$ cat src/rtl/utils_pkg.sv
// Shared encodings for the memory requester: access widths, write/read
// strobe polarity, exception codes, FSM states and request classification.
package utils_pkg;

    localparam int DATA_WIDTH = 64;

    // Access width encodings on req_wid_i / mem_wid_o
    localparam logic [2:0] MEM_B  = 3'b000;
    localparam logic [2:0] MEM_H  = 3'b001;
    localparam logic [2:0] MEM_W  = 3'b010;
    localparam logic [2:0] MEM_D  = 3'b011;
    localparam logic [2:0] MEM_BU = 3'b100;
    localparam logic [2:0] MEM_HU = 3'b101;
    localparam logic [2:0] MEM_WU = 3'b110;

    // mem_enwr_o polarity
    localparam logic MEM_WRITE = 1'b0;
    localparam logic MEM_READ  = 1'b1;

    typedef enum logic [1:0] {
        EXC_NONE         = 2'b00,
        EXC_MISALIGNED   = 2'b01,
        EXC_ACCESS_FAULT = 2'b10,
        EXC_ILLEGAL      = 2'b11
    } exc_e;

    typedef enum logic [1:0] {
        IDLE    = 2'b00,
        ISSUE   = 2'b01,
        CAPTURE = 2'b10,
        RESP    = 2'b11
    } state_e;

    // Classify a request at acceptance: illegal beats misaligned beats
    // out-of-range. Unsigned variants share the alignment rule of their width.
    function automatic exc_e classify(input logic       we,
                                      input logic [2:0] wid,
                                      input logic [2:0] addr_lo,
                                      input logic       out_of_range);
        logic illegal;
        logic misaligned;
        illegal = (wid == 3'b111) ||
                  (we && (wid == MEM_BU || wid == MEM_HU || wid == MEM_WU));
        case (wid)
            MEM_H, MEM_HU: misaligned = addr_lo[0];
            MEM_W, MEM_WU: misaligned = |addr_lo[1:0];
            MEM_D:         misaligned = |addr_lo;
            default:       misaligned = 1'b0;
        endcase
        if (illegal)
            return EXC_ILLEGAL;
        else if (misaligned)
            return EXC_MISALIGNED;
        else if (out_of_range)
            return EXC_ACCESS_FAULT;
        else
            return EXC_NONE;
    endfunction

endpackage

$ cat src/rtl/mem_requester_if.sv
// Pipeline request/response handshake plus the memory-side strobe bus of the
// requester. 'slave' is the requester's view, 'master' is the pipeline/memory view.
interface mem_requester_if
    import utils_pkg::*;
#(
    parameter int RAM_SIZE = 16
);
    // Pipeline request
    logic                  req_valid_i;
    logic                  req_ready_o;
    logic                  req_we_i;
    logic [2:0]            req_wid_i;
    logic [63:0]           req_addr_i;
    logic [DATA_WIDTH-1:0] req_wdata_i;
    // Pipeline response
    logic                  rsp_valid_o;
    logic                  rsp_ready_i;
    logic [DATA_WIDTH-1:0] rsp_rdata_o;
    exc_e                  rsp_exc_o;
    // Memory side
    logic [RAM_SIZE-1:0]   mem_addr_o;
    logic                  mem_enwr_o;
    logic                  mem_en_o;
    logic [DATA_WIDTH-1:0] mem_data_o;
    logic [2:0]            mem_wid_o;
    logic [DATA_WIDTH-1:0] mem_data_i;
    logic                  mem_unalign_i;

    modport slave (
        input  req_valid_i, req_we_i, req_wid_i, req_addr_i, req_wdata_i,
        output req_ready_o,
        output rsp_valid_o, rsp_rdata_o, rsp_exc_o,
        input  rsp_ready_i,
        output mem_addr_o, mem_enwr_o, mem_en_o, mem_data_o, mem_wid_o,
        input  mem_data_i, mem_unalign_i
    );

    modport master (
        output req_valid_i, req_we_i, req_wid_i, req_addr_i, req_wdata_i,
        input  req_ready_o,
        input  rsp_valid_o, rsp_rdata_o, rsp_exc_o,
        output rsp_ready_i,
        input  mem_addr_o, mem_enwr_o, mem_en_o, mem_data_o, mem_wid_o,
        output mem_data_i, mem_unalign_i
    );

endinterface

$ cat src/rtl/mem_requester.sv
// Single-outstanding memory requester: accepts one load/store from the
// pipeline, checks it, strobes the memory for one cycle and returns one
// response. Sign/zero extension of load data is done by the memory.
module mem_requester
    import utils_pkg::*;
#(
    parameter int RAM_SIZE = 16
) (
    input  logic            clk,
    input  logic            rst,
    mem_requester_if.slave  bus
);

    state_e                state_q;
    logic                  req_ready_q;
    logic                  rsp_valid_q;
    logic [DATA_WIDTH-1:0] rsp_rdata_q;
    exc_e                  rsp_exc_q;
    logic                  mem_en_q;
    logic                  mem_enwr_q;
    logic [RAM_SIZE-1:0]   mem_addr_q;
    logic [DATA_WIDTH-1:0] mem_data_q;
    logic [2:0]            mem_wid_q;
    logic                  we_q;

    logic                  out_of_range;
    exc_e                  acc_exc;

    // Any address bit above the RAM window makes the access unreachable
    assign out_of_range = |(bus.req_addr_i >> RAM_SIZE);

    // Exception class of the request currently offered at the input
    always_comb begin
        acc_exc = classify(bus.req_we_i, bus.req_wid_i, bus.req_addr_i[2:0],
                           out_of_range);
    end

    // Request FSM; every output is a register updated here
    always_ff @(posedge clk) begin
        if (rst) begin
            state_q     <= IDLE;
            req_ready_q <= 1'b1;
            rsp_valid_q <= 1'b0;
            rsp_rdata_q <= '0;
            rsp_exc_q   <= EXC_NONE;
            mem_en_q    <= 1'b0;
            mem_enwr_q  <= MEM_READ;
            mem_addr_q  <= '0;
            mem_data_q  <= '0;
            mem_wid_q   <= MEM_B;
            we_q        <= 1'b0;
        end else begin
            case (state_q)
                IDLE: begin
                    if (bus.req_valid_i && req_ready_q) begin
                        req_ready_q <= 1'b0;
                        we_q        <= bus.req_we_i;
                        rsp_rdata_q <= '0;
                        if (acc_exc != EXC_NONE) begin
                            // Rejected requests never reach the memory
                            rsp_exc_q   <= acc_exc;
                            rsp_valid_q <= 1'b1;
                            state_q     <= RESP;
                        end else begin
                            rsp_exc_q  <= EXC_NONE;
                            mem_en_q   <= 1'b1;
                            mem_enwr_q <= ~bus.req_we_i;
                            mem_addr_q <= bus.req_addr_i[RAM_SIZE-1:0];
                            mem_wid_q  <= bus.req_wid_i;
                            mem_data_q <= bus.req_wdata_i;
                            state_q    <= ISSUE;
                        end
                    end
                end
                ISSUE: begin
                    // The strobe lasts exactly this one cycle
                    mem_en_q <= 1'b0;
                    if (bus.mem_unalign_i)
                        rsp_exc_q <= EXC_ACCESS_FAULT;
                    if (we_q) begin
                        rsp_valid_q <= 1'b1;
                        state_q     <= RESP;
                    end else begin
                        state_q <= CAPTURE;
                    end
                end
                CAPTURE: begin
                    // A faulted load returns zero instead of memory data
                    rsp_rdata_q <= (rsp_exc_q == EXC_NONE) ? bus.mem_data_i : '0;
                    rsp_valid_q <= 1'b1;
                    state_q     <= RESP;
                end
                RESP: begin
                    if (bus.rsp_ready_i) begin
                        rsp_valid_q <= 1'b0;
                        req_ready_q <= 1'b1;
                        state_q     <= IDLE;
                    end
                end
                default: state_q <= IDLE;
            endcase
        end
    end

    assign bus.req_ready_o = req_ready_q;
    assign bus.rsp_valid_o = rsp_valid_q;
    assign bus.rsp_rdata_o = rsp_rdata_q;
    assign bus.rsp_exc_o   = rsp_exc_q;
    assign bus.mem_en_o    = mem_en_q;
    assign bus.mem_enwr_o  = mem_enwr_q;
    assign bus.mem_addr_o  = mem_addr_q;
    assign bus.mem_data_o  = mem_data_q;
    assign bus.mem_wid_o   = mem_wid_q;

endmodule

$ cat src/flat_wrapper.sv
// flat-port wrapper written by rule: the top's interface ports become plain ports
module mem_requester_flat import utils_pkg::*;
#(
    parameter int RAM_SIZE = 16
)
  (clk, rst, bus_req_valid_i, bus_req_we_i, bus_req_wid_i, bus_req_addr_i, bus_req_wdata_i, bus_req_ready_o, bus_rsp_valid_o, bus_rsp_rdata_o, bus_rsp_exc_o, bus_rsp_ready_i, bus_mem_addr_o, bus_mem_enwr_o, bus_mem_en_o, bus_mem_data_o, bus_mem_wid_o, bus_mem_data_i, bus_mem_unalign_i);
  mem_requester_if #(.RAM_SIZE(RAM_SIZE)) bus_i ();
  input  logic clk;
  input  logic rst;
  input wire logic [$bits(bus_i.req_valid_i)-1:0] bus_req_valid_i;
  input wire logic [$bits(bus_i.req_we_i)-1:0] bus_req_we_i;
  input wire logic [$bits(bus_i.req_wid_i)-1:0] bus_req_wid_i;
  input wire logic [$bits(bus_i.req_addr_i)-1:0] bus_req_addr_i;
  input wire logic [$bits(bus_i.req_wdata_i)-1:0] bus_req_wdata_i;
  output wire logic [$bits(bus_i.req_ready_o)-1:0] bus_req_ready_o;
  output wire logic [$bits(bus_i.rsp_valid_o)-1:0] bus_rsp_valid_o;
  output wire logic [$bits(bus_i.rsp_rdata_o)-1:0] bus_rsp_rdata_o;
  output wire logic [$bits(bus_i.rsp_exc_o)-1:0] bus_rsp_exc_o;
  input wire logic [$bits(bus_i.rsp_ready_i)-1:0] bus_rsp_ready_i;
  output wire logic [$bits(bus_i.mem_addr_o)-1:0] bus_mem_addr_o;
  output wire logic [$bits(bus_i.mem_enwr_o)-1:0] bus_mem_enwr_o;
  output wire logic [$bits(bus_i.mem_en_o)-1:0] bus_mem_en_o;
  output wire logic [$bits(bus_i.mem_data_o)-1:0] bus_mem_data_o;
  output wire logic [$bits(bus_i.mem_wid_o)-1:0] bus_mem_wid_o;
  input wire logic [$bits(bus_i.mem_data_i)-1:0] bus_mem_data_i;
  input wire logic [$bits(bus_i.mem_unalign_i)-1:0] bus_mem_unalign_i;
  assign bus_i.req_valid_i = bus_req_valid_i;
  assign bus_i.req_we_i = bus_req_we_i;
  assign bus_i.req_wid_i = bus_req_wid_i;
  assign bus_i.req_addr_i = bus_req_addr_i;
  assign bus_i.req_wdata_i = bus_req_wdata_i;
  assign bus_req_ready_o = bus_i.req_ready_o;
  assign bus_rsp_valid_o = bus_i.rsp_valid_o;
  assign bus_rsp_rdata_o = bus_i.rsp_rdata_o;
  assign bus_rsp_exc_o = bus_i.rsp_exc_o;
  assign bus_i.rsp_ready_i = bus_rsp_ready_i;
  assign bus_mem_addr_o = bus_i.mem_addr_o;
  assign bus_mem_enwr_o = bus_i.mem_enwr_o;
  assign bus_mem_en_o = bus_i.mem_en_o;
  assign bus_mem_data_o = bus_i.mem_data_o;
  assign bus_mem_wid_o = bus_i.mem_wid_o;
  assign bus_i.mem_data_i = bus_mem_data_i;
  assign bus_i.mem_unalign_i = bus_mem_unalign_i;
  mem_requester #(.RAM_SIZE(RAM_SIZE)) u_core (.clk(clk), .rst(rst), .bus(bus_i));
endmodule
$ cat config.mk
export PLATFORM = sky130hd
export DESIGN_NAME = mem_requester_flat
export DESIGN_NICKNAME = d
export VERILOG_FILES = /design/src/rtl/utils_pkg.sv /design/src/rtl/mem_requester_if.sv /design/src/rtl/mem_requester.sv /design/src/flat_wrapper.sv
export SDC_FILE = /design/constraint.sdc
export NUM_CORES = 1
export LEC_CHECK = 0
export ABC_AREA = 0
export BUFFER_PORTS_ARGS = -buffer_cell sky130_fd_sc_hd__buf_4
export CAP_MARGIN = 25
export CORE_AREA = 2 2 137 139
export CTS_CLUSTER_SIZE = 20
export DETAILED_ROUTE_END_ITERATION = 10
export DIE_AREA = 0 0 139 141
export HOLD_SLACK_MARGIN = 0.06
export PLACE_DENSITY = 0.68
export RECOVER_POWER = 25
export SETUP_SLACK_MARGIN = 0.4
export SLEW_MARGIN = 20
export SYNTH_ARGS = -nofsm -noshare
export SYNTH_HDL_FRONTEND = slang
export SYNTH_SLANG_ARGS = --single-unit
$ cat constraint.sdc
create_clock -name clk -period 4.5 [get_ports clk]
set_input_delay 0.9 -clock clk [delete_from_list [all_inputs] [get_ports clk]]
set_output_delay 0.9 -clock clk [all_outputs]
set_load 0.1 [all_outputs]
Word-level counts from Yosys, hierarchy flattened

Cells that the tools add are included.
Widths: inputs -> output; s select.

Register bits: 156

Equal/unequal tests: 16
Muxes and demuxes: 27
Bitwise operators: 2
Reduce and logical (&&, ||, !) cells: 24

Operator list:

| cell               | count |
|---|---|
| $mux 64            | 2 |
| $pmux 64 s2        | 1 |
| $reduce_or 48->1   | 1 |
| $mux 2             | 9 |
| $eq 3x3->1 const B | 4 |
| $reduce_and 3->1   | 4 |
| $mux 1             | 9 |
| $pmux 2 s4         | 1 |
| $reduce_bool 2->1  | 4 |
| $eq 3x2->1 const B | 2 |
| $ne 2x1->1 const B | 3 |
| $ne 2x2->1 const B | 3 |
| $reduce_and 2->1   | 3 |
| $reduce_or 2->1    | 3 |
| $eq 2x2->1 const B | 2 |
| $logic_not 2->1    | 2 |
| $pmux 1 s2         | 2 |
| $pmux 1 s4         | 1 |
| $pmux 2 s2         | 1 |
| $reduce_and 4->1   | 1 |
| $eq 3x1->1 const B | 1 |
| $logic_or 1x1->1   | 3 |
| $pmux 1 s3         | 1 |
| $reduce_or 3->1    | 1 |
| other kinds (3)    | 5 |

Logic depth before layout (Yosys ltp)

Gate-level depths: netlist of run 1.

Depth in word-level cells: 10
Mapped depth: 9

Worst setup path after synthesis of run 1

Ideal clock, no wire load.

Path type: input to register
From: in bus_req_addr_i[26]
To: reg u_core.rsp_valid_q (netlist: u_core.bus.rsp_valid_o)
Setup time: 121 ps
Arrival: 2,502 ps
Data required time: 4,379 ps
Path slack: 1,878 ps
Cell stages on the path: 7
Path buffers: 2
Cells stage by stage: nor4_1 nand4_1 or4_1 buf_2 clkbuf_1 o21ai_1 mux2_2

Longest elaborated chain between the ends: 7

RTL lines:

| item                       | RTL line            | RTL |
|---|---|---|
| start, declared            | flat_wrapper.sv:13  | `input wire logic [$bits(bus_i.req_addr_i)-1:0] bus_req_addr_i;` |
| $reduce_or 48->1           | mem_requester.sv:30 | `assign out_of_range = \|(bus.req_addr_i >> RAM_SIZE);` |
| $mux 2                     | utils_pkg.sv:54     | `else if (out_of_range)` |
| $mux 2                     | utils_pkg.sv:52     | `else if (misaligned)` |
| $mux 2                     | utils_pkg.sv:50     | `if (illegal)` |
| $reduce_bool 2->1          | mem_requester.sv:59 | `if (acc_exc != EXC_NONE) begin` |
| $ne 2x1->1 (no line)       | -                   |  |
| $reduce_and 4->1 (no line) | -                   |  |
| end signal, assigned       | mem_requester.sv:62 | `rsp_valid_q <= 1'b1;` |
| end signal, assigned       | mem_requester.sv:81 | `rsp_valid_q <= 1'b1;` |
| end signal, assigned       | mem_requester.sv:90 | `rsp_valid_q <= 1'b1;` |
| end, declared              | mem_requester.sv:16 | `logic rsp_valid_q;` |

Every way passes these cells.
A chain may end at the register's enable or synchronous reset.

Worst setup path in the final report of run 1

From: in rst
To: reg u_core.rsp_rdata_q[17] (netlist: u_core.bus.rsp_rdata_o[17])

RTL lines:

| item                 | RTL line            | RTL |
|---|---|---|
| start, declared      | flat_wrapper.sv:9   | `input logic rst;` |
| end signal, assigned | mem_requester.sv:89 | `rsp_rdata_q <= (rsp_exc_q == EXC_NONE) ? bus.mem_data_i : '0;` |
| end, declared        | mem_requester.sv:17 | `logic [DATA_WIDTH-1:0] rsp_rdata_q;` |

No word-level cell between the ends.

==> results_dict.tcl, run 1 <==
set metrics [dict create \
    synth.area.top_cells "dfxtp_1, o21ai_0, nand2b_1" \
    gp_congestion 0.8372 \
    syn_to_final_growth_pct 44.93 \
    cts.sinks 156 \
    hold_depth 2 \
    fin_skew_ns 0.008258 \
    layout-drive-gt1-share 0.2826 \
    rsz0062_at_grt "no" \
    port-buffer-count 353 \
    path_max_fanout 160 \
    yosysUniqueCellTypes 34 \
    min_period_ns 3.451 \
    grt.overflow.total 0 \
    diodes 0 \
    peakVddDrop_mv 0.2880 \
    final_common_cell "buf_4" \
    synth_top_cell_by_area "dfxtp_1" \
    grt_pass1_wl_um 33140 \
    placed_area_sq_um 9412 \
    setup-tns-final_ns 0 \
    rr_worst_depth 7 \
    vias 6670 \
    yosysTopAreaCellShare 0.4665 \
    design_area_sq_um 9703 \
    violations "max-capacitance violations, max-slew violations" \
    cts_root_buffer "clkbuf_16" \
    cts_hold_buf 0 \
    p_per_area_nw_per_um2 436.9 \
    maxSlewHeadroom -0.8448 \
    grtUsageTotal 0.2078 \
    synthFlopType "dfxtp_1" \
    grt_pass1_vias 6294 \
    grt_max_degree 161 \
    place_hpwl_um 14730 \
    drv_slew 161 \
    ioPinCount 354 \
    nets 1343 \
    fmax_ghz 0.2898 \
    viasPerCell 4.819 \
    critical_path.endpoint_type "flop" \
    die_h_um 141 \
    worstPathArrival_ns 3.72 \
    antenna_found_initial 0 \
    setup_viol 0 \
    synth.avg_cell_area_sq_um 8.057 \
    wirelength_um 21570 \
    clkLatencyLatePin_ns 0.42 \
    wire_per_inst_um 15.58 \
    numCtsBuffers 17 \
    synth-edff-count 0 \
    cap_violations 1 \
    cts.clk_slew.worst_paths_ns 0.06 \
    p_leak_nw 3.899 \
    core_area_sq_um 18270 \
    hp-class "reg -> reg" \
    cp-start-kind "input pin" \
    synth_cells 831 \
    required_ns 4.77 \
    worst_slew_pin_slew_ns 2.767 \
    start_util 0.3665 \
    drt-pass1-iter-count 4 \
    synth_seq_cells 156 \
    status "complete, but fails checks" \
    htreeDepth 4 \
    hold_viol 0 \
    synthArstFlopShare 0 \
    syn_nets 1037 \
    syn_area_sq_um 6695 \
    cts_tree "yes" \
    ys_warn_count 0 \
    postCtsSetupBuffers 0 \
    die_w_um 139 \
    ctsResizeCount 0 \
    rows 50 \
    clockBufferDepth 2 \
    timing.final.crit_share 0.7669 \
    ant_nets 0 \
    path_class "in -> reg" \
    drtIter0Drc 369 \
    most-common-layout-cells "buf_4, dfxtp_1, o21ai_0" \
    drcViolationCount 0 \
    die_area_sq_um 19600 \
    seq_area_frac_synth 0.4665 \
]
per-layer routing:
layer  routed length, um  GRT usage  vias up
li1                    -          -     3413
met1                9356     0.2645     3042
met2               10200     0.3269      179
met3                1437    0.06624       36
met4                 573    0.08666        0
met5                   0          0        -
stage by stage:
stage / hold WS, ns / total power (W) / worst slack [ns] / std cells / util
floorplan: 0.4820 / 0.002453 / 1.878 / 831 / -
global placement: 0.4393 / 0.002856 / 1.202 / 1352 / 0.5152
detailed placement: 0.4441 / 0.002861 / 1.198 / 1352 / 0.5152
CTS: 0.4513 / 0.004285 / 1.644 / 1384 / 0.5469
global route: 0.4674 / 0.004417 / 0.7788 / 1384 / 0.5312
finish: 0.4497 / 0.004239 / 1.049 / 1384 / 0.5312
cells in the mapped netlist, types with 2 or more instances:
| library cell | number |
|---|---|
| dfxtp_1 | 156 |
| o21ai_0 | 115 |
| nand2b_1 | 84 |
| nor2b_1 | 84 |
| a21oi_1 | 70 |
| nand2_1 | 69 |
| nand3_1 | 65 |
| clkbuf_1 | 62 |
| o21ai_1 | 58 |
| nor4_1 | 11 |
| inv_1 | 7 |
| nor2_1 | 7 |
| buf_6 | 6 |
| buf_1 | 5 |
| ha_1 | 5 |
| a211oi_1 | 4 |
| a21boi_0 | 2 |
| a21o_1 | 2 |
| mux2i_1 | 2 |
| nand4_1 | 2 |
| o21bai_1 | 2 |
registers in the layout, indices dropped and copies added, names as in the netlist:
| name | count |
|---|---|
| u_core.bus.mem_data_o | 64 |
| u_core.bus.req_ready_o | 1 |
| u_core.bus.rsp_exc_o | 2 |
| u_core.bus.rsp_valid_o | 1 |
| u_core.bus.mem_wid_o | 3 |
| u_core.bus.mem_enwr_o | 1 |
| u_core.bus.rsp_rdata_o | 64 |
| u_core.state_q | 2 |
| u_core.we_q | 1 |
| u_core.bus.mem_en_o | 1 |
| u_core.bus.mem_addr_o | 16 |
path summary, 6_finish.rpt:
check | to | startpoint | slack [ns]
max | u_core.bus.rsp_rdata_o[17] | rst | 1.05
min | u_core.bus.rsp_rdata_o[39] | u_core.bus.rsp_rdata_o[39] | 0.45
max reg2reg | u_core.bus.mem_en_o | u_core.state_q[1] | 1.86
min reg2reg | u_core.bus.rsp_rdata_o[39] | u_core.bus.rsp_rdata_o[39] | 0.45
report_power, final:
| group | internal (W) | switching (W) |
|---|---|---|
| registers | 0.00145 | 0.0000461 |
| logic | 0.000338 | 0.000980 |
| clock network | 0.000846 | 0.000574 |
worst max-delay path, cell delays in order:
cell      delay (ns)
clkbuf_2        1.88
buf_4           0.72
a21oi_1         0.09
kinds of logic after synthesis:
logic type / Yosys count / synth area share
flip-flops: 156 / 0.4665
multiplexers: 3 / 0.004672
adder cells (fa/ha/maj): 5 / 0.009344
AO/OA/AOI/OAI: 256 / 0.1977
buffers and inverters: 82 / 0.05307
AND/OR/NAND/NOR: 329 / 0.2687
final cells by class:
type	instances	area, sq um
Fill cell	1812	8564
Clock buffer	22	464.2
Inverter	7	26.28
Timing Repair Buffer	362	2434
Clock inverter	10	115.1
Tap cell	234	292.8
Multi-Input combinational cell	593	3248
Sequential cell	156	3123
(Power assumes the default switching activity.)
==> run 2, diff against run 1 <==
==> constraint.sdc (replaced) <==
create_clock -name clk -period 3.3 [get_ports clk]
set_input_delay 0.66 -clock clk [delete_from_list [all_inputs] [get_ports clk]]
set_output_delay 0.66 -clock clk [all_outputs]
set_load 0.1 [all_outputs]
==> results_dict.tcl, run 2 (synthesis results as in run 1) <==
set metrics [dict create \
    status "completed" \
    path_class "in -> reg" \
    worst_slew_pin_slew_ns 1.263 \
    htreeDepth 4 \
    critical_path.endpoint_type "flop" \
    drt-pass1-iter-count 4 \
    nets 1344 \
    design_area_sq_um 9763 \
    ioPinCount 354 \
    layout-drive-gt1-share 0.2841 \
    maxSlewHeadroom 0.1619 \
    min_period_ns 2.637 \
    cts_hold_buf 0 \
    cp-start-kind "input pin" \
    p_per_area_nw_per_um2 592.1 \
    postCtsSetupBuffers 0 \
    cts.sinks 156 \
    fmax_ghz 0.3793 \
    most-common-layout-cells "buf_4, dfxtp_1, o21ai_0" \
    start_util 0.3665 \
    rows 50 \
    grt_max_degree 92 \
    core_area_sq_um 18270 \
    clkLatencyLatePin_ns 0.41 \
    path_cells "buf_4 -> nor4_1 -> nand4_1 -> or4_2 -> buf_4 -> o21ai_0 -> o21ai_0" \
    ctsResizeCount 0 \
    placed_area_sq_um 9457 \
    die_w_um 139 \
    grt_pass1_vias 6208 \
    drcViolationCount 0 \
    peakVddDrop_mv 0.4424 \
    cap_violations 0 \
    syn_to_final_growth_pct 45.82 \
    timing.hold.ws_ns 0.4492 \
    r2r_start "u_core.state_q[1]" \
    p_leak_nw 3.922 \
    die_area_sq_um 19600 \
    viasPerCell 4.823 \
    rsz0062_at_grt "no" \
    timing.final.crit_share 0.7990 \
    drv_slew 0 \
    diodes 0 \
    grtUsageTotal 0.2070 \
    setup_viol 0 \
    hold_viol 0 \
    numCtsBuffers 17 \
    path_max_fanout 82 \
    globalRouteMet2Util 0.3186 \
    crit_family "simple AND/OR/NAND/NOR gates" \
    fin_skew_ns 0.009706 \
    top_usage_layer "met2" \
    cts_tree "yes" \
    hold_depth 2 \
    final_common_cell "buf_4" \
    final_core_util 0.5345 \
    met3_usage 0.05401 \
    grt_pass1_wl_um 33070 \
    wire_per_inst_um 15.44 \
    worstPathArrival_ns 2.92 \
    ant_nets 0 \
    cp_slowest_stage_delay_ns 0.75 \
    required_ns 3.59 \
    grt.overflow.total 0 \
    cts.clk_slew.worst_paths_ns 0.07 \
    drtIter0Drc 406 \
    seqCellArea_sq_um 3123 \
    cts_root_buffer "clkbuf_16" \
    clockBufferDepth 2 \
    setup-tns-final_ns 0 \
    rr_worst_depth 7 \
    vias 6680 \
    multi_input_area_sq_um 3248 \
    gp_congestion 0.8627 \
    antenna_found_initial 0 \
    min_from "u_core.bus.rsp_rdata_o[44]" \
    reg2reg_to "u_core.bus.mem_en_o" \
    met1_usage 0.2753 \
    place_hpwl_um 14780 \
    wirelength_um 21390 \
    r2r_slack_ns 0.85 \
    min_to "u_core.bus.rsp_rdata_o[44]" \
    cp_slowest_cell "or4_2" \
    port-buffer-count 353 \
    cp_num_buf_inv 2 \
    hp-class "reg -> reg" \
    fillers 1808 \
    die_h_um 141 \
]
run 2: metrics by stage:
| stage | total power, W | instances | setup slack (ns) |
|---|---|---|---|
| 6_report | 0.005781 | 1385 | 0.6634 |
| 5_1_grt | 0.006043 | 1385 | 0.4995 |
| 4_1_cts | 0.005856 | 1385 | 0.6345 |
| 3_5_place_dp | 0.003901 | 1353 | 0.1959 |
| 3_3_place_gp | 0.003902 | 1353 | 0.2064 |
| 2_1_floorplan | 0.003345 | 831 | 0.9177 |
run 2: worst reg2reg max path, cell delays in order, from the launching register on:
cell      delay, ns
dfxtp_1        0.40
inv_1          0.10
ha_1           0.30
nand3_1        0.32
nand2b_2       0.20
buf_4          0.61
o21ai_0        0.21
a221oi_2       0.24
run 2: final cells by class:
type,count,area share
multi-input combinational,593,0.3327
inverter,7,0.002691
clock buffer,22,0.04857
timing repair buffer,363,0.2545
sequential,156,0.3199
clock inverter,10,0.01166
tap,234,0.02999
run 2: layer usage:
metal,share of wire,vias up
met2,0.46,209
met1,0.44,3004
met5,0,-
met3,0.065,46
li1,-,3421
met4,0.032,0
run 2: worst max-delay path by stage:
stage                             from                   endpoint  slack (ns)  cells past startpoint
finish              bus_req_addr_i[29]   u_core.bus.mem_addr_o[4]        0.66                      7
global route        bus_req_addr_i[29]  u_core.bus.mem_addr_o[11]        0.50                      7
CTS                 bus_req_addr_i[29]  u_core.bus.mem_data_o[47]        0.63                      7
detailed placement  bus_req_addr_i[29]  u_core.bus.mem_data_o[47]        0.20                      7
global placement    bus_req_addr_i[29]  u_core.bus.mem_data_o[48]        0.21                      7
floorplan           bus_req_addr_i[26]     u_core.bus.rsp_valid_o        0.92                      7
run 2: where the power goes:
| part | internal (W) | switching [W] | total, W |
|---|---|---|---|
| registers | 0.00198 | 0.0000622 | 0.00204 |
| logic | 0.000453 | 0.00133 | 0.00178 |
| clock network | 0.00117 | 0.000778 | 0.00195 |
| total | 0.00361 | 0.00217 | 0.00578 |
==> run 3, diff against run 2 <==
==> constraint.sdc (replaced) <==
create_clock -name clk -period 2.52 [get_ports clk]
set_input_delay 0.504 -clock clk [delete_from_list [all_inputs] [get_ports clk]]
set_output_delay 0.504 -clock clk [all_outputs]
set_load 0.1 [all_outputs]
==> results_dict.tcl, run 3 (synthesis results as in run 1) <==
set metrics [dict create \
    die_w_um 139 \
    clkLatencyLatePin_ns 0.42 \
    clockBufferDepth 2 \
    gp_congestion 0.8154 \
    grt.overflow.total 0 \
    p_leak_nw 4.017 \
    layout-drive-gt1-share 0.2980 \
    fmax_ghz 0.4649 \
    ioPinCount 354 \
    r2r_slack_ns 0.41 \
    hold_depth 3 \
    wirelength_um 21610 \
    htreeDepth 4 \
    core_area_sq_um 18270 \
    die_area_sq_um 19600 \
    timing.final.ws_setup_ns 0.3690 \
    fin_skew_ns 0.008607 \
    wire_per_inst_um 15.49 \
    path_max_fanout 2 \
    rows 50 \
    hp-class "in -> reg" \
    cp_slowest_stage_delay_ns 0.91 \
    rr_worst_depth 8 \
    drv_slew 0 \
    place_ws_ns -0.05252 \
    r2r_start "u_core.state_q[0]" \
    p_per_area_nw_per_um2 784.0 \
    worst_slew_pin_slew_ns 1.236 \
    maxSlewHeadroom 0.1796 \
    viasPerCell 4.859 \
    reg2reg_to "u_core.bus.rsp_valid_o" \
    path_depth 1 \
    most-common-layout-cells "buf_4, dfxtp_1, o21ai_0" \
    drtIter0Drc 426 \
    hold_viol 0 \
    setup_viol 0 \
    nets 1355 \
    crit_family "buffers and inverters" \
    cap_violations 0 \
    setup-tns-final_ns 0 \
    cts_root_buffer "clkbuf_16" \
    required_ns 2.02 \
    peakVddDrop_mv 0.5696 \
    final_common_cell "buf_4" \
    min_period_ns 2.151 \
    cp-start-kind "flop" \
    cp_num_buf_inv 1 \
    cts.sinks 156 \
    grt_max_degree 77 \
    place_hpwl_um 15130 \
    cp_slowest_cell "clkbuf_1" \
    syn_to_final_growth_pct 49.11 \
    die_h_um 141 \
    diodes 0 \
    path_cells "clkbuf_1" \
    critical_path.endpoint_type "output port" \
    numCtsBuffers 17 \
    vias 6779 \
    grt_pass1_wl_um 33820 \
    grtUsageTotal 0.2117 \
    ant_nets 0 \
    worstPathArrival_ns 1.65 \
    timing.final.crit_share 0.8536 \
    grt_pass1_vias 6359 \
    total_power_w 0.007827 \
    rsz0062_at_grt "no" \
    port-buffer-count 353 \
    antenna_found_initial 0 \
    min_to "u_core.bus.mem_data_o[35]" \
    drt-pass1-iter-count 4 \
    min_from "bus_req_wdata_i[35]" \
    timing.hold.ws_ns 0.3293 \
    status "completed" \
    cts_tree "yes" \
    cts.clk_slew.worst_paths_ns 0.07 \
    drcViolationCount 0 \
    start_util 0.3665 \
    path_class "reg -> out" \
]
==> run 3: cell type report <==
| cell class | count | area, sq um |
|---|---|---|
| clock buffer | 20 | 456.7 |
| clock inverter | 11 | 160.2 |
| fill | 1865 | 8284 |
| inverter | 7 | 26.28 |
| multi-input combinational | 593 | 3304 |
| sequential | 156 | 3124 |
| tap | 234 | 292.8 |
| timing repair buffer | 374 | 2619 |
==> run 3: routing by layer <==
layer  up-vias  GRT usage  wire (um)
met5         -          0          0
met4         0    0.08985        582
met3        38    0.06284       1397
met2       201     0.3376      10530
met1      3094     0.2682       9100
li1       3446          -          -
==> run 3: worst max-delay path by stage <==
stage | slack, ns | start | end
3_5_place_dp | -0.05 | bus_req_addr_i[34] | u_core.bus.mem_enwr_o
3_3_place_gp | 0.03 | bus_req_addr_i[49] | u_core.bus.mem_addr_o[13]
6_report | 0.37 | u_core.bus.mem_data_o[28] | bus_mem_data_o[28]
5_1_grt | 0.25 | u_core.state_q[0] | u_core.bus.rsp_valid_o
4_1_cts | 0.44 | bus_req_addr_i[29] | u_core.bus.mem_data_o[9]
2_1_floorplan | 0.33 | bus_req_addr_i[50] | u_core.bus.mem_en_o
==> run 3: where the power goes <==
part	switching, W	internal [W]
registers	0.0000797	0.00260
clock network	0.00107	0.00162
logic	0.00178	0.000680
==> run 3: metrics by stage <==
step           instance area [sq um]  utilization  std cells
3_3_place_gp                    9632       0.5273       1364
5_1_grt                         9983       0.5465       1395
6_report                        9983       0.5465       1395
3_5_place_dp                    9632       0.5273       1364
4_1_cts                        10250       0.5614       1395
2_1_floorplan                   6754            -        831
==> run 3: repair_timing <==
| action | in CTS | in global routing |
|---|---|---|
| resized for setup | 1 | 11 |
| buffers inserted | 0 | 0 |
| hold endpoints to repair | 0 | 0 |
| endpoints found under the setup margin | 2 | 81 |
| hold buffers | 0 | 0 |
| cloned | 0 | 0 |
